<file path="config.mk">
export PLATFORM = sky130hd
export DESIGN_NAME = rr_stream_mux
export DESIGN_NICKNAME = d
export VERILOG_FILES = /design/src/rtl/rr_stream_mux.sv
export SDC_FILE = /design/constraint.sdc
export NUM_CORES = 1
export LEC_CHECK = 0
export BUFFER_PORTS_ARGS = -buffer_cell sky130_fd_sc_hd__buf_2
export CORE_MARGIN = 3
export CORE_UTILIZATION = 43
export CTS_CLUSTER_SIZE = 30
export DETAILED_ROUTE_END_ITERATION = 12
export GPL_TIMING_DRIVEN = 0
export PLACE_DENSITY = 0.8
export SETUP_SLACK_MARGIN = 0.4
export SYNTH_ARGS = -nofsm -noshare
export SYNTH_HDL_FRONTEND = slang
export SYNTH_SLANG_ARGS = --single-unit
export TNS_END_PERCENT = 100
</file>
<file path="constraint.sdc">
create_clock -name clk -period 2.6 [get_ports clk]
set_clock_uncertainty 0.1 [all_clocks]
set_input_delay 0.52 -clock clk [delete_from_list [all_inputs] [get_ports clk]]
set_output_delay 0.52 -clock clk [all_outputs]
set_load 0.01 [all_outputs]
</file>
<file path="src/rtl/rr_stream_mux.sv">
// Registered N:1 stream multiplexer with round-robin arbitration and optional
// packet locking. One output register sits between the producers and the consumer.
module rr_stream_mux #(
  parameter int S    = 2,
  parameter int T    = 8,
  parameter int LOCK = 0
) (
  input  logic                  clk,
  input  logic                  reset,
  input  logic [(1<<S)*T-1:0]   d,
  input  logic [(1<<S)-1:0]     d_valid,
  input  logic [(1<<S)-1:0]     d_last,
  output logic [(1<<S)-1:0]     d_ready,
  output logic [T-1:0]          z,
  output logic                  z_valid,
  input  logic                  z_ready,
  output logic                  z_last,
  output logic [S-1:0]          z_sel
);

  localparam int N = 1 << S;

  logic [T-1:0] d_arr [N];

  logic [T-1:0] z_q, z_d;
  logic         z_valid_q, z_valid_d;
  logic         z_last_q, z_last_d;
  logic [S-1:0] z_sel_q, z_sel_d;
  logic [S-1:0] ptr_q, ptr_d;
  logic [S-1:0] lk_q, lk_d;
  logic         locked_q, locked_d;

  logic [S-1:0] g;
  logic         found;
  logic         free;
  logic         xfer;

  generate
    for (genvar gi = 0; gi < N; gi++) begin : g_chan
      assign d_arr[gi]   = d[gi*T +: T];
      assign d_ready[gi] = xfer && (int'(g) == gi);
    end
  endgenerate

  // Rotating priority scan starting at ptr; a held lock restricts the scan
  // to the locked channel so other producers cannot slip in mid-packet.
  always_comb begin
    logic [S-1:0] idx;
    g     = ptr_q;
    found = 1'b0;
    idx   = '0;
    if (LOCK != 0 && locked_q) begin
      g     = lk_q;
      found = d_valid[lk_q];
    end else begin
      for (int k = 0; k < N; k++) begin
        idx = ptr_q + S'(k);
        if (!found && d_valid[idx]) begin
          found = 1'b1;
          g     = idx;
        end
      end
    end
  end

  assign free = ~z_valid_q | z_ready;
  assign xfer = free & found & ~reset;

  always_comb begin
    z_d       = z_q;
    z_valid_d = z_valid_q;
    z_last_d  = z_last_q;
    z_sel_d   = z_sel_q;
    ptr_d     = ptr_q;
    lk_d      = lk_q;
    locked_d  = locked_q;
    if (xfer) begin
      z_d       = d_arr[g];
      z_last_d  = d_last[g];
      z_sel_d   = g;
      z_valid_d = 1'b1;
      if (LOCK == 0 || d_last[g]) begin
        ptr_d    = g + S'(1);
        locked_d = 1'b0;
      end else begin
        locked_d = 1'b1;
        lk_d     = g;
      end
    end else if (z_ready) begin
      // Drained with nothing to replace it; payload fields keep their last value.
      z_valid_d = 1'b0;
    end
  end

  always_ff @(posedge clk) begin
    if (reset) begin
      z_q       <= '0;
      z_valid_q <= 1'b0;
      z_last_q  <= 1'b0;
      z_sel_q   <= '0;
      ptr_q     <= '0;
      lk_q      <= '0;
      locked_q  <= 1'b0;
    end else begin
      z_q       <= z_d;
      z_valid_q <= z_valid_d;
      z_last_q  <= z_last_d;
      z_sel_q   <= z_sel_d;
      ptr_q     <= ptr_d;
      lk_q      <= lk_d;
      locked_q  <= locked_d;
    end
  end

  assign z       = z_q;
  assign z_valid = z_valid_q;
  assign z_last  = z_last_q;
  assign z_sel   = z_sel_q;

endmodule

</file>
==> results of run 1 <==
==> repair_timing <==
action	in CTS	in global routing
pin swaps	9	4
setup buffers	10	1
resized for setup	33	6
setup endpoints to repair	4	4
hold buffers	0	0
==> stage by stage <==
step	hold slack (ns)	setup TNS, ns	utilization (%)	instance area (sq um)	cells
after floorplan	0.394	0	-	966	116
after global placement	0.349	-0.0165	63.6	1280	200
after detailed placement	0.353	0	63.6	1280	200
after CTS	0.377	0	74.8	1510	214
after global routing	0.406	0	76.2	1540	215
final	0.376	0	76.2	1540	215
==> synthesized netlist by cell type <==
master	count
o21a_1	10
a2111oi_4	1
a211oi_1	1
o21ai_1	1
a21boi_0	1
clkbuf_1	2
nor2_2	1
nor3_1	3
o211ai_1	9
buf_1	1
nand3_1	1
and3_1	1
a21oi_1	3
buf_4	3
nor4_1	1
o21bai_1	1
buf_2	2
and3b_1	1
a211o_1	1
buf_6	1
nand2b_1	1
o21ai_0	10
nand2_1	11
xnor2_1	1
a31oi_1	1
nor3b_1	9
dfxtp_1	14
nor2b_1	3
nor2_1	6
inv_1	3
o211a_1	1
mux2i_1	10
or2_1	1
==> cell families (layout without fill, tap and decap cells) <==
| group | after synthesis | in the layout | share of synthesized area (%) |
|---|---|---|---|
| buffers and inverters | 12 | 84 | 6.96 |
| AOI/OAI and AO/OA | 40 | 40 | 30.2 |
| xor gates and xnor gates | 1 | 1 | 0.919 |
| muxes | 10 | 10 | 10.5 |
| DFF | 14 | 14 | 29.4 |
| and+or+nand+nor | 39 | 39 | 22.0 |
==> final timing paths <==
path / cells after the start / startpoint / endpoint / slack, ns
worst min-delay path: 2 / z[1] / z[1] / 0.38
worst max register to register: 9 / ptr_q[1] / z[5] / 0.72
worst max-delay path: 9 / ptr_q[1] / d_ready[1] / 0.20
worst min register to register: 2 / z[1] / z[1] / 0.38
==> routing by layer <==
layer	up-vias	routed length, um	GRT usage, %
met1	544	1230	27.5
met3	2	286	5.07
met2	58	1570	41.1
li1	570	-	-
met4	0	18	5.53
met5	-	0	0
==> flip-flops by register name, indices dropped and copies added (netlist names) <==
register,count
ptr_q,2
z,8
z_last,1
z_sel,2
z_valid,1
==> critical path, delay by kind of cell, from the launching register on <==
kind                   cells  cell delay, ns
buffers and inverters      4            0.54
DFF                        1            0.37
and+or+nand+nor            3            0.35
AOI/OAI and AO/OA          2            0.23
==> final cells by class <==
type                            count  area [sq um]
Inverter                            3          11.3
Sequential cell                    14           285
Multi-Input combinational cell     90           681
Fill cell                         144           480
Clock buffer                        4          36.3
Timing Repair Buffer               68           393
Buffer                              9           101
Tap cell                           27          33.8
==> power by group <==
| part | switching, W | internal, W | total [W] |
|---|---|---|---|
| Sequential | 0.0000206 | 0.000250 | 0.000271 |
| Clock | 0.0000758 | 0.0000851 | 0.000161 |
| Combinational | 0.000187 | 0.000206 | 0.000392 |
==> results.sh, run 1 <==
export IMPL_hold_path_class="reg2reg"
export IMPL_die_height_um=53.1
export IMPL_yosysTopAreaCellShare_pct=29.4
export IMPL_antenna_found_initial=0
export IMPL_fin_crit_sh_pct=92.2
export IMPL_clk_latency_ns=0.28
export IMPL_grt_overflow_total=0
export IMPL_clk_pin_slew_ns=0.09
export IMPL_max_stage_delay_ns=0.37
export IMPL_core_sq_um=2020
export IMPL_die_area_sq_um=2820
export IMPL_crit_required_ns=1.98
export IMPL_firstDrtPassIters=4
export IMPL_wl_per_cell_um=14.4
export IMPL_start_util_pct=47.2
export IMPL_yosysSeqAreaShare_pct=29.4
export IMPL_finalCriticalPeriod_ns=2.40
export IMPL_synth_nets=159
export IMPL_dp_slack_ns=0.0271
export IMPL_avgViaCountPerCell=5.46
export IMPL_synth_seq_cells=14
export IMPL_drive_gt1_share_pct=51.1
export IMPL_fin_nets=232
export IMPL_syn_avg_cell_area_sq_um=8.22
export IMPL_yosysUniqueCellTypes=33
export IMPL_p_leak_nw=0.722
export IMPL_fin_ws_ns=0.204
export IMPL_place_hpwl_um=2110
export IMPL_cts_root_buf="clkbuf_4"
export IMPL_drc=0
export IMPL_synth_area_sq_um=953
export IMPL_cts_inserted_buffers=3
export IMPL_synth_cells=116
export IMPL_io_pins=59
export IMPL_vias=1174
export IMPL_synthTopCellsByArea="dfxtp_1 29%, mux2i_1 10%, o21a_1 7.9%, nor3b_1 7.1%, o211ai_1 7.1%"
export IMPL_grt_max_degree=11
export IMPL_grt_use_total_pct=23.0
export IMPL_critPathSlowestCell="dfxtp_4"
export IMPL_power_w=0.000824
export IMPL_path_cells="buf_6 > a21boi_2 > o21bai_1 > and3_1 > clkbuf_8 > nand3_4 > buf_6 > nor2_2 > buf_2"
export IMPL_synth_area_leader_cell="dfxtp_1"
export IMPL_antenna_cells=0
export IMPL_cts_sinks=14
export IMPL_crit_top_cell="buf_6"
export IMPL_drv_slew=0
export IMPL_drt_wl_total_um=3100
export IMPL_critPathKind="reg2out"
export IMPL_synthToLayoutAreaGrowth_pct=61.7
export IMPL_maxCapViolations=0
export IMPL_port_buffers=57
export IMPL_hold_viol_final=0
export IMPL_worst_slew_pin_slew_ns=0.694
export IMPL_std_cell_rows=16
export IMPL_cts_max_level=1
export IMPL_timing_fmax_mhz=417
export IMPL_cts_tree="yes"
export IMPL_ant_nets=0
export IMPL_status="finished clean"
export IMPL_power_density_nw_per_um2=535
export IMPL_die_width_um=53.1
export IMPL_slew_limit_headroom_pct=53.5
export IMPL_crit_fanout=5
export IMPL_max_vdd_ir_drop_mv=0.381
export IMPL_drt_iter0_markers=22
export IMPL_cts_max_path_buffers=2
export IMPL_grt_pass1_wl_um=4750
export IMPL_synth_warnings=0
export IMPL_rsz0062_at_grt="yes"
export IMPL_cp_start_kind="flop"
export IMPL_first_global_vias=1089
export IMPL_finalSetupViolCount=0
export IMPL_globalplace_congestion=0.811
export IMPL_crit_arrival_ns=1.78
export IMPL_final_cell_mix="53 x buf_2, 12 x buf_4, 12 x dfxtp_1, 11 x nand2_1"
export IMPL_cp_end_kind="output port"
export IMPL_layout_commonest_cell="buf_2"
(Power assumes the default switching activity.)
==> run 2: changes to the inputs <==
--- a/config.mk
+++ b/config.mk
@@ -6,12 +6,12 @@
 export NUM_CORES = 1
 export LEC_CHECK = 0
 export BUFFER_PORTS_ARGS = -buffer_cell sky130_fd_sc_hd__buf_2
-export CORE_MARGIN = 3
-export CORE_UTILIZATION = 43
+export CORE_MARGIN = 2
+export CORE_UTILIZATION = 45
 export CTS_CLUSTER_SIZE = 30
 export DETAILED_ROUTE_END_ITERATION = 12
 export GPL_TIMING_DRIVEN = 0
-export PLACE_DENSITY = 0.8
+export PLACE_DENSITY = 0.83
 export SETUP_SLACK_MARGIN = 0.4
 export SYNTH_ARGS = -nofsm -noshare
 export SYNTH_HDL_FRONTEND = slang
==> run 2 against run 1 <==
Clock power fell by 22%. First-iteration DRC count rose by 23%. Flip-flop and latch count did not move. Critical endpoint is now d_ready[0]. Worst setup slack improved by 0.046 ns. Sequential power rose by 2%. Register-to-register slack got worse by 0.13 ns. Non-clock buffer count rose by 3. Critical path type unchanged. Cell count rose by 0.93%. Global-route usage rose by 4.7 points. Critical path depth fell by 2. Count of clock-buffer cells in the layout fell by 1. Sequential share of layout area fell by 0.31 points.
==> results.sh, run 2 (synthesis results as in run 1) <==
export IMPL_globalplace_congestion=0.829
export IMPL_fin_nets=235
export IMPL_intPower_w=0.000517
export IMPL_grt_use_total_pct=27.7
export IMPL_hold_viol_final=0
export IMPL_cts_max_level=1
export IMPL_status="finished clean"
export IMPL_cp_end_kind="output port"
export IMPL_cts_max_path_buffers=2
export IMPL_cts_tree="yes"
export IMPL_switching_share_pct=36.1
export IMPL_die_width_um=50.0
export IMPL_drv_slew=0
export IMPL_switchingPower_w=0.000292
export IMPL_hold_path_class="reg2reg"
export IMPL_drt_iter0_markers=27
export IMPL_grt_max_degree=11
export IMPL_max_vdd_ir_drop_mv=0.370
export IMPL_antenna_cells=0
export IMPL_finalCriticalPeriod_ns=2.35
export IMPL_final_cell_mix="53 x buf_2, 15 x buf_4, 12 x dfxtp_1, 11 x nand2_1"
export IMPL_drt_wl_total_um=3400
export IMPL_drive_gt1_share_pct=52.1
export IMPL_grt_pass1_wl_um=5250
export IMPL_first_global_vias=1188
export IMPL_slew_limit_headroom_pct=54.9
export IMPL_tns_ns=0
export IMPL_largest_register_ffs=8
export IMPL_power_share_clock_pct=15.6
export IMPL_timing_fmax_mhz=425
export IMPL_finalSetupViolCount=0
export IMPL_io_pins=59
export IMPL_cts_root_buf="clkbuf_4"
export IMPL_pwr_share_seq_pct=34.2
export IMPL_critPathKind="reg2out"
export IMPL_ant_nets=0
export IMPL_die_area_sq_um=2500
export IMPL_port_buffers=57
export IMPL_post_place_cells=200
export IMPL_wl_per_cell_um=15.6
export IMPL_fin_ws_ns=0.249
export IMPL_antenna_found_initial=0
export IMPL_core_sq_um=1980
export IMPL_cp_start_kind="flop"
export IMPL_maxCapViolations=0
export IMPL_stdcell_count=217
export IMPL_clk_latency_ns=0.28
export IMPL_start_util_pct=48.1
export IMPL_std_cell_rows=16
export IMPL_p_leak_nw=0.732
export IMPL_die_height_um=50.0
export IMPL_fin_crit_sh_pct=90.4
export IMPL_rsz0062_at_grt="yes"
export IMPL_grt_overflow_total=0
export IMPL_power_density_nw_per_um2=516
export IMPL_firstDrtPassIters=4
export IMPL_cts_inserted_buffers=3
export IMPL_clk_pin_slew_ns=0.09
export IMPL_crit_fanout=6
export IMPL_cts_sinks=14
export IMPL_synthToLayoutAreaGrowth_pct=64.4
export IMPL_crit_arrival_ns=1.73
export IMPL_p_comb_share_pct=50.2
export IMPL_worst_slew_pin_slew_ns=0.673
export IMPL_place_hpwl_um=1980
export IMPL_vias=1176
export IMPL_avgViaCountPerCell=5.42
export IMPL_drc=0
export IMPL_layout_commonest_cell="buf_2"
export IMPL_crit_required_ns=1.98
export IMPL_dp_slack_ns=-0.00830
export IMPL_power_w=0.000809
## run 2: timing repair
action,4_1_cts,5_1_grt
endpoints found under the setup margin,4,4
resized for setup,25,20
setup buffers,9,5
pin swaps,10,8
hold buffers,0,0
## run 2: per-layer routing
metal	GRT usage, %	share of wire, %	vias to the layer above
met5	0	0	-
met1	32.8	41	529
li1	-	-	576
met4	8.80	1.9	0
met2	50.2	51	63
met3	3.94	6.1	8
## run 2: area by class of cell
type | instances | area [sq um]
inverter | 3 | 11.3
tap | 27 | 33.8
fill | 128 | 414
clock buffer | 3 | 22.5
buffer | 9 | 105
timing repair buffer | 71 | 412
sequential | 14 | 285
multi-input combinational | 90 | 698
## run 2: final timing paths
check             cells past startpoint     start  slack (ns)          to
setup reg to reg                      9  ptr_q[1]        0.59      z_last
setup / recovery                      7  ptr_q[1]        0.25  d_ready[0]
hold reg to reg                       2      z[7]        0.38        z[7]
hold / removal                        2      z[7]        0.38        z[7]
## run 2: power groups by stage
stage	clock network (W)	registers, W	logic, W
after floorplan	0	0.000287	0.000177
after global placement	0	0.000273	0.000284
after detailed placement	0	0.000275	0.000292
after CTS	0.000125	0.000271	0.000358
after global routing	0.000136	0.000280	0.000437
final	0.000126	0.000277	0.000406
## run 2: critical path: stages, from the launching register on
cell,delay (ns)
dfxtp_4,0.41
and3b_2,0.22
a2111oi_4,0.05
or2_1,0.26
buf_6,0.13
buf_12,0.12
nor3_4,0.11
buf_2,0.15
## run 2: stage by stage
step                      utilization (%)  instance area [sq um]  hold slack [ns]
after floorplan                         -                    966            0.394
after global placement               64.8                   1280            0.351
after detailed placement             64.8                   1280            0.356
after CTS                            73.7                   1460            0.376
after global routing                 79.1                   1570            0.406
final                                79.1                   1570            0.377
